## config.mk

```make
export PLATFORM = sky130hd
export DESIGN_NAME = ap_err_monitor_12b
export DESIGN_NICKNAME = d
export VERILOG_FILES = /design/src/rtl/ap_mon_pkg.sv /design/src/rtl/ap_err_dist.sv /design/src/rtl/ap_err_monitor_12b.sv
export SDC_FILE = /design/constraint.sdc
export NUM_CORES = 1
export LEC_CHECK = 0
export CAP_MARGIN = 20
export CORE_MARGIN = 2
export CORE_UTILIZATION = 53
export CTS_BUF_LIST = sky130_fd_sc_hd__clkbuf_8 sky130_fd_sc_hd__clkbuf_16
export CTS_CLUSTER_DIAMETER = 60
export DETAILED_ROUTE_END_ITERATION = 8
export PLACE_DENSITY = 0.81
export SETUP_SLACK_MARGIN = 0.15
export SYNTH_ARGS = -nofsm -noshare
export SYNTH_HDL_FRONTEND = slang
export SYNTH_HIERARCHICAL = 1
export SYNTH_SLANG_ARGS = --single-unit
```

## constraint.sdc

```tcl
create_clock -name clk -period 10.2 [get_ports clk]
set_input_delay 3.06 -clock clk [delete_from_list [all_inputs] [get_ports clk]]
set_output_delay 3.06 -clock clk [all_outputs]
set_load 0.02 [all_outputs]
```

## src/rtl/ap_mon_pkg.sv

```systemverilog
// ap_mon_pkg: shared state encoding and default widths for the approximate-multiplier error monitor
package ap_mon_pkg;
  typedef enum logic [1:0] {IDLE, RUN, DRAIN, DONE} state_t;
  localparam int W_DEF = 12;
  localparam int CNT_W_DEF = 32;
  localparam int SUM_W_DEF = 48;
endpackage

```

## src/rtl/ap_err_dist.sv

```systemverilog
// ap_err_dist: exact product, absolute error distance and error flag, one register stage
module ap_err_dist #(
  parameter int W = 12
) (
  input  logic           clk,
  input  logic           rst,
  input  logic           flush,
  input  logic           in_v,
  input  logic [W-1:0]   a,
  input  logic [W-1:0]   b,
  input  logic [2*W-1:0] p_ap,
  output logic           out_v,
  output logic [W-1:0]   out_a,
  output logic [W-1:0]   out_b,
  output logic [2*W-1:0] out_ed,
  output logic           out_err
);
  logic [2*W-1:0] exact, ed_d, ed_q;
  logic [W-1:0] a_d, a_q, b_d, b_q;
  logic v_d, v_q, err_d, err_q;
  always_comb begin
    exact = (2*W)'(a) * (2*W)'(b);
    ed_d = exact >= p_ap ? exact - p_ap : p_ap - exact;
    err_d = ed_d != '0;
    v_d = in_v && !flush;
    a_d = a;
    b_d = b;
  end
  always_ff @(posedge clk or posedge rst)
    if (rst) begin
      v_q <= 1'b0;
      a_q <= '0;
      b_q <= '0;
      ed_q <= '0;
      err_q <= 1'b0;
    end else begin
      v_q <= v_d;
      a_q <= a_d;
      b_q <= b_d;
      ed_q <= ed_d;
      err_q <= err_d;
    end
  assign out_v = v_q;
  assign out_a = a_q;
  assign out_b = b_q;
  assign out_ed = ed_q;
  assign out_err = err_q;
endmodule

```

## src/rtl/ap_err_monitor_12b.sv

```systemverilog
// ap_err_monitor_12b: windowed error statistics for an approximate 12x12 multiplier
module ap_err_monitor_12b
  import ap_mon_pkg::*;
#(
  parameter int W = W_DEF,
  parameter int CNT_W = CNT_W_DEF,
  parameter int SUM_W = SUM_W_DEF
) (
  input  logic             clk,
  input  logic             rst,
  input  logic             start,
  input  logic             stop,
  input  logic [CNT_W-1:0] win_len,
  input  logic             in_valid,
  input  logic [W-1:0]     in_a,
  input  logic [W-1:0]     in_b,
  input  logic [2*W-1:0]   in_p_ap,
  output logic             busy,
  output logic             done,
  output logic [CNT_W-1:0] n_samples,
  output logic [CNT_W-1:0] n_err,
  output logic [SUM_W-1:0] sum_ed,
  output logic [2*W-1:0]   max_ed,
  output logic [W-1:0]     max_a,
  output logic [W-1:0]     max_b
);
  state_t state_q, state_d;
  logic [CNT_W-1:0] win_q, win_d, cnt_q, cnt_d, n_samples_q, n_samples_d, n_err_q, n_err_d;
  logic [W-1:0] s1_a_q, s1_a_d, s1_b_q, s1_b_d, s2_a, s2_b, max_a_q, max_a_d, max_b_q, max_b_d;
  logic [2*W-1:0] s1_p_q, s1_p_d, s2_ed, max_ed_q, max_ed_d;
  logic [SUM_W-1:0] sum_q, sum_d;
  logic [SUM_W:0] sum_w;
  logic s1_v_q, s1_v_d, s2_v, s2_err, acc, upd, last;
  ap_err_dist #(.W(W)) u_dist (
    .clk(clk), .rst(rst), .flush(start), .in_v(s1_v_q),
    .a(s1_a_q), .b(s1_b_q), .p_ap(s1_p_q),
    .out_v(s2_v), .out_a(s2_a), .out_b(s2_b), .out_ed(s2_ed), .out_err(s2_err)
  );
  // start wins over everything: it suppresses the accept and the stats update on its own edge
  always_comb begin
    acc = state_q == RUN && in_valid && !start;
    upd = s2_v && !start;
    last = acc && win_q != '0 && cnt_q + CNT_W'(1) == win_q;
    sum_w = {1'b0, sum_q} + (SUM_W+1)'(s2_ed);
    state_d = start ? RUN
            : (state_q == RUN && (stop || last)) ? DRAIN
            : (state_q == DRAIN && !s1_v_q && !s2_v) ? DONE : state_q;
    win_d = start ? win_len : win_q;
    cnt_d = start ? '0 : (acc && cnt_q != '1) ? cnt_q + CNT_W'(1) : cnt_q;
    s1_v_d = acc;
    s1_a_d = acc ? in_a : s1_a_q;
    s1_b_d = acc ? in_b : s1_b_q;
    s1_p_d = acc ? in_p_ap : s1_p_q;
    n_samples_d = start ? '0 : (upd && n_samples_q != '1) ? n_samples_q + CNT_W'(1) : n_samples_q;
    n_err_d = start ? '0 : (upd && s2_err && n_err_q != '1) ? n_err_q + CNT_W'(1) : n_err_q;
    sum_d = start ? '0 : !upd ? sum_q : sum_w[SUM_W] ? '1 : sum_w[SUM_W-1:0];
    max_ed_d = start ? '0 : (upd && s2_ed > max_ed_q) ? s2_ed : max_ed_q;
    max_a_d = start ? '0 : (upd && s2_ed > max_ed_q) ? s2_a : max_a_q;
    max_b_d = start ? '0 : (upd && s2_ed > max_ed_q) ? s2_b : max_b_q;
  end
  always_ff @(posedge clk or posedge rst)
    if (rst) begin
      state_q <= IDLE;
      win_q <= '0;
      cnt_q <= '0;
      s1_v_q <= 1'b0;
      s1_a_q <= '0;
      s1_b_q <= '0;
      s1_p_q <= '0;
      n_samples_q <= '0;
      n_err_q <= '0;
      sum_q <= '0;
      max_ed_q <= '0;
      max_a_q <= '0;
      max_b_q <= '0;
    end else begin
      state_q <= state_d;
      win_q <= win_d;
      cnt_q <= cnt_d;
      s1_v_q <= s1_v_d;
      s1_a_q <= s1_a_d;
      s1_b_q <= s1_b_d;
      s1_p_q <= s1_p_d;
      n_samples_q <= n_samples_d;
      n_err_q <= n_err_d;
      sum_q <= sum_d;
      max_ed_q <= max_ed_d;
      max_a_q <= max_a_d;
      max_b_q <= max_b_d;
    end
  assign busy = state_q == RUN || state_q == DRAIN;
  assign done = state_q == DONE;
  assign n_samples = n_samples_q;
  assign n_err = n_err_q;
  assign sum_ed = sum_q;
  assign max_ed = max_ed_q;
  assign max_a = max_a_q;
  assign max_b = max_b_q;
endmodule

```

* Yosys cells after proc, flatten, opt, wreduce, memory -nomap -nowiden
Index checks and enable logic that the tools add are counted.
W data, S select, Z words.
** Operators by class
- $add $sub $neg :: 6
- Multiply operators :: 1
- $lt $le $gt $ge :: 2
- Equality and inequality tests :: 7
- Muxes and demuxes :: 19
- Reductions and logical operators :: 27
** Operators by type and width (count)
- $mux W32 :: 6
- $mux W48 :: 3
- $add A32 B1 Y32 const B :: 3
- $ne A32 B32 Y1 const B :: 3
- $mux W24 :: 3
- $add A48 B24 Y49 :: 1
- $mux W12 :: 4
- $sub A24 B24 Y24 :: 2
- $eq A32 B32 Y1 :: 1
- $reduce_bool A32 Y1 :: 1
- $ge A24 B24 Y1 :: 1
- $gt A24 B24 Y1 :: 1
- $mul A12 B12 Y24 :: 1
- $reduce_bool A24 Y1 :: 1
- $logic_and A1 B1 Y1 :: 14
- $reduce_bool A2 Y1 :: 5
- $mux W2 :: 3
- $eq A2 B2 Y1 const B :: 2
- $logic_not A1 Y1 :: 3
- $reduce_bool A3 Y1 :: 1
- $eq A2 B1 Y1 const B :: 1
- $logic_or A1 B1 Y1 :: 2
** Word-level totals
- Register bits after elaboration :: 325
- Input port bits :: 85
- Output and inout bits :: 162

* Logic depth before layout (Yosys ltp)
- Depth after elaboration :: 9
- Gate-level depth with buffers :: 36

* Hierarchy
The synthesis kept the hierarchy.
** By module, submodules not included
- ap_err_monitor_12b :: times used 1, cells an instance 1616, area an instance 15124.5 um^2, seq. area each 6881.6 um^2
- ap_err_dist :: times used 1, cells an instance 942, area an instance 8250.4 um^2, seq. area each 1251.2 um^2

* Least setup slack after synthesis
OpenSTA, ideal clock, no wires.
- Path kind :: reg2reg
- Start point :: register s1_a_q[2]
- End point :: register u_dist.err_q, in the netlist u_dist/out_err
- Setup time :: 0.137 ns
- Data arrival time :: 7.848 ns
- Required time :: 10.063 ns
- Slack :: 2.215 ns
- Cell stages (with the launch flop) :: 34
- Path buffers :: 2
- Path through :: dfrtp_1 -> clkbuf_1 -> and2_1 -> fa_1 -> fa_1 -> fa_1 -> fa_1 -> inv_1 -> fa_1 -> inv_1 -> ha_1 -> a21o_1 -> a21oi_1 -> o21ai_0 -> a21o_1 -> nand2b_1 -> a31oi_1 -> nor2b_1 -> o21a_1 -> or2_2 -> xor2_1 -> ha_1 -> a21o_1 -> a21oi_1 -> nand2_1 -> a21oi_1 -> or2_1 -> buf_4 -> mux2_2 -> xnor2_1 -> nor4_1 -> nand4_1 -> nor4b_1 -> nand4bb_1
** Between the ends
- Cells in the longest elaborated chain, start to end :: 4
- Elaborated cells between the ends (all ways) :: 6
- Those cells by class :: 2 x add/sub; 1 x mul; 1 x order compare; 1 x mux; 1 x reduce/logical
** RTL lines
- from (decl) :: RTL line ap_err_monitor_12b.sv:29 : logic [W-1:0] s1_a_q, s1_a_d, s1_b_q, s1_b_d, s2_a, s2_b, max_a_q, max_a_d, max_b_q, max_b_d;
- from (signal assigned) :: RTL line ap_err_monitor_12b.sv:67 : s1_a_q <= '0;
- from (signal assigned) :: RTL line ap_err_monitor_12b.sv:81 : s1_a_q <= s1_a_d;
- $mul A12 B12 Y24 * :: RTL line ap_err_dist.sv:22 : exact = (2*W)'(a) * (2*W)'(b);
- $sub A24 B24 Y24 / $ge A24 B24 Y1 (equally long branches) :: RTL line ap_err_dist.sv:23 : ed_d = exact >= p_ap ? exact - p_ap : p_ap - exact;
- $mux W24 * :: RTL line ap_err_dist.sv:23
- net u_dist.ed_d[9] :: RTL line ap_err_dist.sv:18 : logic [2*W-1:0] exact, ed_d, ed_q;
- $reduce_bool A24 Y1 * :: RTL line ap_err_dist.sv:24 : err_d = ed_d != '0;
- net u_dist.err_d :: RTL line ap_err_dist.sv:20 : logic v_d, v_q, err_d, err_q;
- to (signal assigned) :: RTL line ap_err_dist.sv:41 : err_q <= err_d;
- to (decl) :: RTL line ap_err_dist.sv:20
The timed path passes the listed nets; every way through them passes the cells marked *.
A chain may end at the register's enable or synchronous reset.

* Worst setup path after layout
- Start point :: register s1_a_q[7]
- End point :: register u_dist.err_q, in the netlist u_dist/out_err
Same word-level chain as after synthesis.

==> summary.md <==
| Metric | Value |
|---|---|
| Status | `completed` |
| Max-cap check violation count | `0` |
| Max Slew Vio Count | `0` |
| Die Width | `214 µm` |
| TritonCTS clock tree | `yes` |
| Post-synthesis cell type count | `84` |
| CTS root buf | `clkbuf_16` |
| Internal reg-to-reg setup slack | `0.98 ns` |
| Fraction of registers with async set/reset | `100%` |
| Initial DRC Count | `1,754` |
| Synth top area share | `34.8%` |
| Syn Inst Count | `2,558` |
| Max clock buf depth | `3` |
| Vias | `19,516` |
| Hold path depth | `1` |
| Syn Area/Cell | `9.14 µm²` |
| Final wirelength | `63,800 µm` |
| Slowest Stage Delay on Critical Path | `0.64 ns` |
| I/O Pins | `247` |
| Total GRT Usage | `28.0%` |
| Drt wl/cell | `19.0 µm` |
| Postcts setup bufs | `0` |
| Die Span Y | `214 µm` |
| DRT Pass-1 Iters | `5` |
| Achievable frequency | `0.108 GHz` |
| Syn_nets | `2,909` |
| Setup TNS | `0 ns` |
| Pre-CTS WS | `0.779 ns` |
| Syn Std Cell Area | `0.0234 mm²` |
| Synth Warn # | `6` |
| I/O Buffers | `246` |
| Period minus WS final | `9.22 ns` |
| Post-synth EDFFs | `0` |
| Synth Area in Compound Gates | `11.2%` |
| Initial antenna violation count | `1` |
| Antenna cells | `0` |
| Worst r2r path cells | `32` |
| Post-synthesis mux area share | `4.89%` |
| Post-DR vias/cell | `5.80` |
| RePlAce Congestion | `roughly 1` |
| Final HPWL DP | `between 40,000 and 50,000 µm` |
| Clock sinks | `325` |
| H-tree depth | `2` |
| CP Data Required Time | `10.62 ns` |
| Vias in the first global route | `just under 20,000` |
| Min-delay worst type | `reg2reg` |
| Worst path slowest cell | `dfrtp_1` |
| Commonest cells post-synth | `nand2_1, dfrtp_1, inv_1` |
| Largest net degree at the start of global routing | `75` |
| #FFs+latches synth | `325` |
| Layout cells sized above 1 | `6.91%` |
| Cell accounting for the most synthesized area | `dfrtp_1` |
| Site Rows | `between 70 and 80` |
| Initial Util | `54.0%` |
| Worst-path clk slew | `around 0.06 ns` |
| Grt total ovfl | `0` |
| Final worst slack | `between 0.9 and 1 ns` |
| Crit Path Class | `reg2reg` |
| CTS buffer count | `40` |
| Count leader, synth | `nand2_1` |
| CORE AREA | `0.0433 mm²` |
| Main combinational cell family by area after synthesis | `simple AND/OR/NAND/NOR gates` |
| Register area share after synthesis | `34.8%` |
| Crit start category | `flip-flop` |
| Insertion delay to the later sink of the worst-skew pair | `between 0.5 and 0.6 ns` |
| Most used DFF post-synth | `dfrtp_1` |
| Final worst path period share | `90.4%` |
| Routed Antenna Nets | `0` |
| Nets@finish | `between 3,000 and 4,000` |
| Fraction of the mapped netlist area in adder cells | `between 10% and 20%` |
| Final hold vios | `0` |
| Area contributors post-synth | `dfrtp_1, fa_1, ha_1` |
| Fin util | `63.9%` |
| Xor/xnor cell area share of the yosys netlist | `6.22%` |
| WP data arrival | `between 9 and 10 ns` |
| Crit. End Element | `flip-flop` |
| Simple-Gate Fraction of Synth Area | `19.6%` |
| RSZ-0062 raised after global routing | `false` |
| Worst-path maximum fanout | `20` |
| Die area | `0.0458 mm²` |
| Final Setup Violations | `0` |
| Clock skew | `0.0297 ns` |
| Synth-to-Final Area Change | `18.3%` |
| Residual DRC count | `0` |
| First-pass GRT wire length | `104,000 µm` |
| Actual slew at the worst max-slew pin | `between 1 and 1.5 ns` |
| Crit-path most repeated cell | `fa_1` |
| Slew margin rel. | `28.1%` |
## area by class of cell
class	instances	area, µm²
timing repair buffer	261	2600
fill	3485	15600
clock inverter	23	267
tap	585	732
multi-input combinational	1882	13900
inverter	238	897
clock buffer	48	1120
sequential	325	8130
## worst paths after layout
kind,from,endpoint
setup reg to reg,s1_a_q[7]$_DFFE_PP0P_,u_dist/out_err$_DFF_PP0_
hold reg to reg,u_dist/out_a[2]$_DFF_PP0_,max_a[2]$_DFFE_PP0P_
max in group asynchronous,rst,win_q[16]$_DFFE_PP0P_
hold / removal,u_dist/out_a[2]$_DFF_PP0_,max_a[2]$_DFFE_PP0P_
min in group asynchronous,rst,n_samples[12]$_DFFE_PP0P_
setup / recovery,s1_a_q[7]$_DFFE_PP0P_,u_dist/out_err$_DFF_PP0_
## layout by cell type, fill, tap and decap left out, types with 12 or more instances in the layout
cell,n
inv_1,242
nor2_1,194
nor2b_1,41
nand2b_1,16
o21ai_0,94
and4_1,16
nand4_1,58
nand2_1,336
dfrtp_1,324
a211oi_1,27
xnor2_1,93
mux2i_1,23
a31oi_1,19
and3_1,25
o21bai_1,12
mux2_2,81
a311oi_1,17
a21oi_1,116
ha_1,163
a21o_1,32
or3_1,19
clkdlybuf4s50_1,245
fa_1,103
and2_1,73
nor4_1,25
xor2_1,73
nor3_1,43
nand3_1,45
buf_4,14
clkbuf_16,41
## cell families after synthesis
group | after synthesis
adder cells (fa/ha/maj) | 266
AO/OA/AOI/OAI | 409
XOR/XNOR | 166
multiplexers | 104
buffers and inverters | 351
flip-flops | 325
AND/OR/NAND/NOR | 937
## what timing repair did
| item | CTS | global route |
|---|---|---|
| resized for setup | 0 | 1 |
| hold buffers | 0 | 0 |
| hold endpoints to repair | 0 | 0 |
| endpoints found under the setup margin | 0 | 1 |
## critical path, delay by kind of cell (launching register included)
kind,cells,cell delay [ns]
fa+ha+maj,7,3.34
simple gates,10,2.26
compound gates,9,1.97
flops,1,0.64
mux,1,0.41
xor+xnor,2,0.29
buf+inv,3,0.16
## per-layer routing
metal  global-route usage, %  vias to the layer above  wire length (µm)
li1                        -                     9054                 -
met1                    37.4                     9612             27200
met2                    46.4                      703             30700
met3                    3.87                      145              3720
met4                    10.5                        2              2250
met5                       0                        -                10
## through the flow
step / std cells / cell area, µm² / hold slack, ns
after floorplan: 2558 / 23400 / 0.397
after global placement: 3289 / 26200 / 0.460
after detailed placement: 3289 / 26200 / 0.465
after CTS: 3360 / 27600 / 0.466
after global routing: 3362 / 27600 / 0.481
final: 3362 / 27600 / 0.471
## registers in the layout (all words and copies together) (netlist names), 24 cells and up
name / flops
cnt_q: 32
max_ed: 24
n_err: 32
n_samples: 32
s1_p_q: 24
sum_ed: 48
u_dist/out_ed: 24
win_q: 32
Power is left out: the tool's default activity adds up to more than one toggle a clock period on the data nets, which glitch-free logic cannot reach.
